File: src/rtl/ea_divseq_if.sv
// Request/result bundle for the EA divide sequencer.
// The requester drives operands and flow control; the sequencer returns results.
interface ea_divseq_if #(
  parameter int W = 16
);
  logic           start;
  logic           sgn;
  logic           hold;
  logic           abort;
  logic [2*W-1:0] dvd;
  logic [W-1:0]   dvs;
  logic           busy;
  logic           done;
  logic [W-1:0]   quot;
  logic [W-1:0]   rem;
  logic           ovf;
  logic           dz;

  modport master (
    output start, sgn, hold, abort, dvd, dvs,
    input  busy, done, quot, rem, ovf, dz
  );

  modport slave (
    input  start, sgn, hold, abort, dvd, dvs,
    output busy, done, quot, rem, ovf, dz
  );
endinterface

File: src/rtl/ea_divseq.sv
// Multi-cycle 2W/W restoring divider for the EA unit.
// Works on magnitudes, then applies signs and saturation in FIX.
module ea_divseq #(
  parameter int W = 16
) (
  input logic        DSPCLK,
  input logic        T_RST,
  ea_divseq_if.slave s_if
);
  localparam int CW = $clog2(W);

  localparam logic [1:0] S_IDLE = 2'd0;
  localparam logic [1:0] S_LOAD = 2'd1;
  localparam logic [1:0] S_ITER = 2'd2;
  localparam logic [1:0] S_FIX  = 2'd3;

  localparam logic [W-1:0] L_MIN = {1'b1, {(W-1){1'b0}}};
  localparam logic [W-1:0] L_MAX = {1'b0, {(W-1){1'b1}}};

  logic [1:0]    r_state;
  logic [CW-1:0] r_cnt;
  logic          r_sgn;
  logic          r_sd;
  logic          r_ss;
  logic          r_ovfp;
  logic          r_dzp;
  logic [W-1:0]  r_pr;
  logic [W-1:0]  r_lo;
  logic [W-1:0]  r_dvs;
  logic [W-1:0]  r_quot;
  logic [W-1:0]  r_rem;
  logic          r_ovf;
  logic          r_dz;
  logic          r_done;

  // r_pr/r_lo hold the raw dividend until LOAD, then remainder/quotient
  logic [2*W-1:0] w_dvd;
  logic [2*W-1:0] w_dvdm;
  logic [W-1:0]   w_dvsm;
  logic           w_nd;
  logic           w_ns;

  assign w_dvd  = {r_pr, r_lo};
  assign w_nd   = r_sgn & r_pr[W-1];
  assign w_ns   = r_sgn & r_dvs[W-1];
  assign w_dvdm = w_nd ? -w_dvd : w_dvd;
  assign w_dvsm = w_ns ? -r_dvs : r_dvs;

  logic [W:0]   w_t;
  logic         w_ge;
  logic [W-1:0] w_d;

  assign w_t  = {r_pr, r_lo[W-1]};
  assign w_ge = w_t >= {1'b0, r_dvs};
  assign w_d  = w_t[W-1:0] - r_dvs;

  logic         w_qs;
  logic         w_sov;
  logic         w_ov;
  logic [W-1:0] w_sat;
  logic [W-1:0] w_q;
  logic [W-1:0] w_r;

  assign w_qs  = r_sgn & (r_sd ^ r_ss);
  assign w_sov = r_sgn & (w_qs ? (r_lo > L_MIN)
                               : (r_lo > L_MAX));
  assign w_ov  = r_ovfp | w_sov;
  assign w_sat = r_sgn ? (w_qs ? L_MIN : L_MAX)
                       : {W{1'b1}};
  assign w_q   = w_ov ? w_sat
                      : (w_qs ? -r_lo : r_lo);
  assign w_r   = w_ov ? '0
                      : ((r_sgn & r_sd) ? -r_pr : r_pr);

  always_ff @(posedge DSPCLK) begin
    if (T_RST) begin
      r_state <= S_IDLE;
      r_quot  <= '0;
      r_rem   <= '0;
      r_ovf   <= 1'b0;
      r_dz    <= 1'b0;
      r_done  <= 1'b0;
    end else begin
      r_done <= 1'b0;
      if (r_state != S_IDLE && s_if.abort) begin
        r_state <= S_IDLE;
      end else if (r_state == S_IDLE) begin
        if (s_if.start) begin
          r_sgn   <= s_if.sgn;
          r_pr    <= s_if.dvd[2*W-1:W];
          r_lo    <= s_if.dvd[W-1:0];
          r_dvs   <= s_if.dvs;
          r_state <= S_LOAD;
        end
      end else if (!s_if.hold) begin
        case (r_state)
          S_LOAD: begin
            r_sd    <= w_nd;
            r_ss    <= w_ns;
            r_pr    <= w_dvdm[2*W-1:W];
            r_lo    <= w_dvdm[W-1:0];
            r_dvs   <= w_dvsm;
            r_ovfp  <= w_dvdm[2*W-1:W] >= w_dvsm;
            r_dzp   <= w_dvsm == '0;
            r_cnt   <= CW'(W-1);
            r_state <= S_ITER;
          end
          S_ITER: begin
            r_pr <= w_ge ? w_d : w_t[W-1:0];
            r_lo <= {r_lo[W-2:0], w_ge};
            if (r_cnt == '0) r_state <= S_FIX;
            else r_cnt <= r_cnt - 1'b1;
          end
          S_FIX: begin
            r_quot  <= w_q;
            r_rem   <= w_r;
            r_ovf   <= w_ov;
            r_dz    <= r_dzp;
            r_done  <= 1'b1;
            r_state <= S_IDLE;
          end
          default: r_state <= S_IDLE;
        endcase
      end
    end
  end

  assign s_if.busy = r_state != S_IDLE;
  assign s_if.done = r_done;
  assign s_if.quot = r_quot;
  assign s_if.rem  = r_rem;
  assign s_if.ovf  = r_ovf;
  assign s_if.dz   = r_dz;
endmodule

File: src/flat_wrapper.sv
// flat-port wrapper written by rule: the top's interface ports become plain ports
module ea_divseq_flat 
#(
  parameter int W = 16
)
  (DSPCLK, T_RST, s_if_start, s_if_sgn, s_if_hold, s_if_abort, s_if_dvd, s_if_dvs, s_if_busy, s_if_done, s_if_quot, s_if_rem, s_if_ovf, s_if_dz);
  ea_divseq_if #(.W(W)) s_if_i ();
  input logic DSPCLK;
  input logic T_RST;
  input wire logic [$bits(s_if_i.start)-1:0] s_if_start;
  input wire logic [$bits(s_if_i.sgn)-1:0] s_if_sgn;
  input wire logic [$bits(s_if_i.hold)-1:0] s_if_hold;
  input wire logic [$bits(s_if_i.abort)-1:0] s_if_abort;
  input wire logic [$bits(s_if_i.dvd)-1:0] s_if_dvd;
  input wire logic [$bits(s_if_i.dvs)-1:0] s_if_dvs;
  output wire logic [$bits(s_if_i.busy)-1:0] s_if_busy;
  output wire logic [$bits(s_if_i.done)-1:0] s_if_done;
  output wire logic [$bits(s_if_i.quot)-1:0] s_if_quot;
  output wire logic [$bits(s_if_i.rem)-1:0] s_if_rem;
  output wire logic [$bits(s_if_i.ovf)-1:0] s_if_ovf;
  output wire logic [$bits(s_if_i.dz)-1:0] s_if_dz;
  assign s_if_i.start = s_if_start;
  assign s_if_i.sgn = s_if_sgn;
  assign s_if_i.hold = s_if_hold;
  assign s_if_i.abort = s_if_abort;
  assign s_if_i.dvd = s_if_dvd;
  assign s_if_i.dvs = s_if_dvs;
  assign s_if_busy = s_if_i.busy;
  assign s_if_done = s_if_i.done;
  assign s_if_quot = s_if_i.quot;
  assign s_if_rem = s_if_i.rem;
  assign s_if_ovf = s_if_i.ovf;
  assign s_if_dz = s_if_i.dz;
  ea_divseq #(.W(W)) u_core (.DSPCLK(DSPCLK), .T_RST(T_RST), .s_if(s_if_i));
endmodule
File: config.mk
export PLATFORM = sky130hd
export DESIGN_NAME = ea_divseq_flat
export DESIGN_NICKNAME = d
export VERILOG_FILES = /design/src/rtl/ea_divseq_if.sv /design/src/rtl/ea_divseq.sv /design/src/flat_wrapper.sv
export SDC_FILE = /design/constraint.sdc
export NUM_CORES = 1
export LEC_CHECK = 0
export ABC_AREA = 1
export BUFFER_PORTS_ARGS = -buffer_cell sky130_fd_sc_hd__buf_2
export CAP_MARGIN = 5
export CORE_MARGIN = 2
export CORE_UTILIZATION = 50
export CTS_BUF_LIST = sky130_fd_sc_hd__clkbuf_2
export DETAILED_ROUTE_END_ITERATION = 8
export GPL_TIMING_DRIVEN = 0
export MAX_ROUTING_LAYER = met4
export PLACE_DENSITY = 0.7
export SLEW_MARGIN = 20
export SYNTH_ARGS = -nofsm -noshare
export SYNTH_HDL_FRONTEND = slang
export SYNTH_SLANG_ARGS = --single-unit
File: constraint.sdc
create_clock -name DSPCLK -period 5.1 [get_ports DSPCLK]
set_input_delay 0 -clock DSPCLK [delete_from_list [all_inputs] [get_ports DSPCLK]]
set_output_delay 0 -clock DSPCLK [all_outputs]
set_load 0.02 [all_outputs]
# Word level (Yosys, flattened, before mapping)
# Cells that the tools add are included.
# classes
add_sub_neg	6
order_cmp	4
n_eq_ne	8
muxes	30
n_bitwise	11
reduce_logical	18
# ops
op	n
2-to-1 mux 16 bit	18
one-hot mux 16 bit (2 select lines)	2
negation 16 bit	3
2-to-1 mux 32 bit	1
negation 32 bit	1
greater-or-equal comparator 17 x 16 -> 1 bit	1
greater-or-equal comparator 16 bit	1
> comparator 16 x 15 -> 1 bit, second input constant	1
> comparator 16 bit, second input constant	1
logical NOT 16 bit	1
subtractor 16 bit	1
AND reduction 5 bit	3
AND reduction 6 bit	2
2-to-1 mux 2 bit	4
one-hot mux 4 bit (2 select lines)	1
AND reduction 4 bit	2
inequality test 3 x 1 -> 1 bit, second input constant	2
nonzero test 2 bit	3
bitwise AND 1 bit	5
== test 2 bit, second input constant	2
logical NOT 4 bit	1
2-to-1 mux 4 bit	1
inequality test 2 bit, second input constant	2
inverter 1 bit	4
13 further kinds	14
# word_totals
ff_bits	94
in_bits	54
word_cells	92

# Logic depth before layout (Yosys ltp)
# logic_depth
depth_word	6
ltp_mapped	17
ltp_nobuf	17

# Worst setup path after synthesis
# OpenSTA, ideal clock, no wires.
# synth_timing
path_kind	register to register
from	register u_core.r_state[0]
to	register u_core.r_lo[10] (enable)
arrival_time_ns	3.187
t_required_ns	4.714
path_slack_ns	1.527
stages_incl_launch_ff	11
n_path_buf	2
path_cell_list	dfxtp_1 inv_1 ha_1 clkbuf_1 buf_2 nand2_1 nand2_1 inv_1 nor3_1 inv_1 nor2_1
# synth_between
elab_chain_cells	4
# synth_rtl
item	line	rtl
start, declared	ea_divseq.sv:20	logic [1:0] r_state;
start signal, assigned	ea_divseq.sv:77	r_state <= S_IDLE;
start signal, assigned	ea_divseq.sv:86	r_state <= S_IDLE;
start signal, assigned	ea_divseq.sv:93	r_state <= S_LOAD;
branches (longest 3 deep; another with inequality test 3 x 1 -> 1 bit)	n/a	
AND reduction 6 bit (no source line) *	n/a	
end signal, assigned	ea_divseq.sv:91	r_lo <= s_if.dvd[W-1:0];
end signal, assigned	ea_divseq.sv:101	r_lo <= w_dvdm[W-1:0];
end signal, assigned	ea_divseq.sv:110	r_lo <= {r_lo[W-2:0], w_ge};
end, declared	ea_divseq.sv:28	logic [W-1:0] r_lo;
# Mark *: on every way between the ends.
# A chain may end at the register's enable or synchronous reset.

# Worst setup path after layout
# layout_timing
from	register u_core.r_state[1]
to	register u_core.r_lo[11] (enable)
# Same word-level chain as after synthesis.

==> metrics.csv <==
stage,metric,value,unit
clocking,H-tree level count,3,
yosys,most common cell in the netlist,nand2_1,
setup_path,worst setup path category,flop to flop,
global_route,gr busiest metal,met1,
clocking,clock root cell,clkbuf_2,
yosys,largest family of logic cells by synthesized area,simple AND/OR/NAND/NOR gates,
detailed_routing,Via Count,8292,
yosys,mux cell area share after synthesis,0,
yosys,Synth Warn #,0,
yosys,Async SR Flop Fraction,0,
yosys,cell taking the most area after synthesis,edfxtp_1,
die,row cnt,45,
setup_path,CP required,5.38,ns
clocking,"Clk Latency, worst-skew pair",0.64,ns
yosys,Post-synth EDFFs,57,
place,post-detail-place hpwl,20.2,mm
pwr,power density over cell area,457,nW/um2
sta,Post-Route Setup TNS,0,ns
pwr,Max IR drop VDD,0.425,mV
pwr,Leak,4.42,nW
setup_path,R2R setup slack,1.73,ns
yosys,synth top area cells,"edfxtp_1 (22%), nand2_1 (17%), dfxtp_1 (9.6%), nand3_1 (7.9%), inv_1 (7.2%)",
detailed_routing,DRC errors left,0,
clocking,Post-CTS Setup Bufs,0,
yosys,Post-Syn Area,7730,um2
finish,non-filler cells in the finished layout,1505,
sta,Slew Limit Headroom,0.347,
detailed_routing,wire length per cell,16.9,um
place,routability cong.,1.04,
global_route,initial antenna violation count,1,
global_route,largest net degree at the start of global routing,18,
setup_path,Critical Path Start Type,flop,
finish,Final nets,1408,
die,Chip Height,128,um
run,Max-cap violations,0,
sta,Tmin final,3.37,ns
yosys,simple-gate share of the synthesized area,0.365,
detailed_routing,Final ANT Viol Nets,0,
clocking,"CTS clk-pin slew, worst paths",0.30,ns
global_route,GRT Resource Usage Total,0.324,
sta,max frequency,297,MHz
yosys,register area share after synthesis,0.317,
clocking,CTS Buf Count,9,
clocking,post-CTS sizing,0,
yosys,synthesized area per cell,6.69,um2
yosys,post-synthesis compound-gate area fraction,0.105,
detailed_routing,mean number of vias per cell,5.51,
place,Port Buffers,88,
clocking,# clock sinks,94,
sta,fin crit share,0.660,
detailed_routing,Initial DRC Count,733,
finish,Area Overhead vs Synth,18.2,%
yosys,synth cell count leaders,"nand2_1 (348), inv_1 (148), nand3_1 (122), nor2_1 (122), edfxtp_1 (57)",
setup_path,CP max FO,15,
hold_path,HP Class,input port to flop,
sta,final hold slack,0.0965,ns
place,dpl ws,1.80,ns
die,die area,16500,um2
yosys,Synth Register Bits,94,
yosys,adder-cell area share of the yosys netlist,0.0706,
die,initial core utilization,0.510,
global_route,met1 Use GR,0.471,
setup_path,Crit. End Element,flop,
clocking,CTS tree,built,
sta,"Hold Vio Cnt, Final",0,
sta,Final WS setup,1.73,ns
yosys,Mapped Cells,1155,
outcome,outcome,completed,
yosys,most used flip-flop cell after synthesis,edfxtp_1,
sta,Final Skew,0.0401,ns
global_route,grt total ovfl,0,
setup_path,critical path data arrival time,3.65,ns
detailed_routing,drt pass-1 iters,6,
detailed_routing,final WL,25.5,mm
die,Ports,90,
die,die width,128,um
global_route,vias in the first global route,7541,
yosys,synth unique cells,46,
die,core area,15100,um2
clocking,Max Buffers Root-to-Sink,2,
yosys,XOR/XNOR share of the synthesized area,0.0431,
sta,RSZ-0062 raised after global routing,false,
sta,worst-margin pin slew,0.976,ns
place,placed cell count,1433,
finish,share of layout cells above drive strength 1,0.113,
yosys,syn_nets,1252,
global_route,first-pass GRT wire length,40.0,mm
clocking,hold buffer count at CTS,55,
global_route,met2 usage,0.468,
sta,final setup fails,0,
yosys,share of the synthesized area in the top cell type,0.222,
sta,Slew Limit Fails,0,
global_route,met3 Use GR,0.0551,
path summary, 6_finish.rpt:
path / from / cells after the start / end
worst max-delay path: u_core.r_state[1] / 10 / u_core.r_lo[11]
worst min-delay path: s_if_sgn / 2 / u_core.r_sgn
worst max register to register: u_core.r_state[1] / 10 / u_core.r_lo[11]
worst min register to register: u_core.s_if.rem[7] / 2 / u_core.s_if.rem[7]
report_power, final:
| part | leakage, nW | switching, mW | internal, mW | total, mW |
|---|---|---|---|---|
| Clock | 0.0910 | 0.300 | 0.175 | 0.476 |
| Combinational | 3.50 | 1.69 | 0.803 | 2.49 |
| Sequential | 0.825 | 0.167 | 1.04 | 1.21 |
| Total | 4.42 | 2.15 | 2.02 | 4.17 |
routing by layer:
layer | vias to the layer above | share of wire | wire, um
met5 | - | 0 | 0
met4 | 0 | 0.016 | 399
met3 | 31 | 0.097 | 2470
met2 | 420 | 0.42 | 10600
met1 | 3771 | 0.47 | 12000
li1 | 4070 | - | -
through the flow:
step	utilization	instance area [um2]	total power, mW
final	0.603	9140	4.17
after global placement	0.555	8400	3.57
after detailed placement	0.557	8430	3.60
after CTS	0.603	9130	4.10
after global routing	0.603	9140	4.51
after floorplan	-	7730	2.87
cells in the final DEF, fill, tap and decap left out, types with 3 or more instances in the layout:
| cell type | Yosys | routed |
|---|---|---|
| xnor2_1 | 8 | 8 |
| buf_6 | 4 | 5 |
| a21o_1 | 4 | 4 |
| buf_2 | 5 | 93 |
| nor2_4 | 5 | 5 |
| a22oi_1 | 5 | 5 |
| clkbuf_2 | 0 | 10 |
| dfxtp_1 | 37 | 37 |
| a21oi_1 | 45 | 45 |
| o21ai_0 | 44 | 43 |
| inv_2 | 4 | 4 |
| clkinv_1 | 3 | 3 |
| dlygate4sd3_1 | 0 | 55 |
| edfxtp_1 | 57 | 57 |
| nor2_1 | 122 | 121 |
| nand2_1 | 348 | 348 |
| o21a_1 | 5 | 5 |
| nand4_1 | 24 | 24 |
| inv_1 | 148 | 148 |
| clkbuf_1 | 21 | 21 |
| buf_4 | 2 | 3 |
| o211ai_1 | 11 | 11 |
| ha_1 | 42 | 42 |
| nor2_2 | 6 | 7 |
| xor2_1 | 30 | 30 |
| buf_1 | 4 | 4 |
| a21boi_0 | 6 | 6 |
| o221ai_1 | 8 | 8 |
| nand2_2 | 4 | 4 |
| nor3_1 | 10 | 9 |
| nand3_1 | 122 | 122 |
worst max-delay path, cell delays in order, from the launching register on:
cell      delay, ns
dfxtp_1        0.42
inv_1          0.11
ha_1           0.15
clkbuf_1       0.21
buf_2          0.26
nand2_1        0.21
nand2_1        0.13
inv_1          0.05
nor3_2         0.60
inv_1          0.16
nor2_2         0.69
cell type report:
| class | count | area (um2) |
|---|---|---|
| fillers | 1509 | 6010 |
| multi-input cells | 870 | 4530 |
| flip-flops and latches | 94 | 2450 |
| repair buffers | 145 | 1010 |
| inverters | 155 | 582 |
| well taps | 188 | 235 |
| plain buffers | 36 | 179 |
| clock inverters | 6 | 100 |
| clock buffers | 10 | 50.0 |
| diodes | 1 | 2.50 |
logic make-up after synthesis:
family | Yosys count
adder cells (fa/ha/maj) | 43
AO/OA/AOI/OAI | 136
XOR/XNOR | 38
AND/OR/NAND/NOR | 653
flip-flops | 94
buffers and inverters | 191
sequential cells by signal (all words and copies together), names as in the netlist:
name	count
u_core.r_sgn	1
u_core.r_ovfp	1
u_core.r_pr	16
u_core.r_state	2
u_core.s_if.dz	1
u_core.s_if.ovf	1
u_core.r_ss	1
u_core.r_dzp	1
u_core.r_lo	16
u_core.r_sd	1
u_core.r_cnt	4
u_core.r_dvs	16
u_core.s_if.rem	16
u_core.s_if.done	1
u_core.s_if.quot	16
Note: power is estimated with default switching activity, not from simulation.
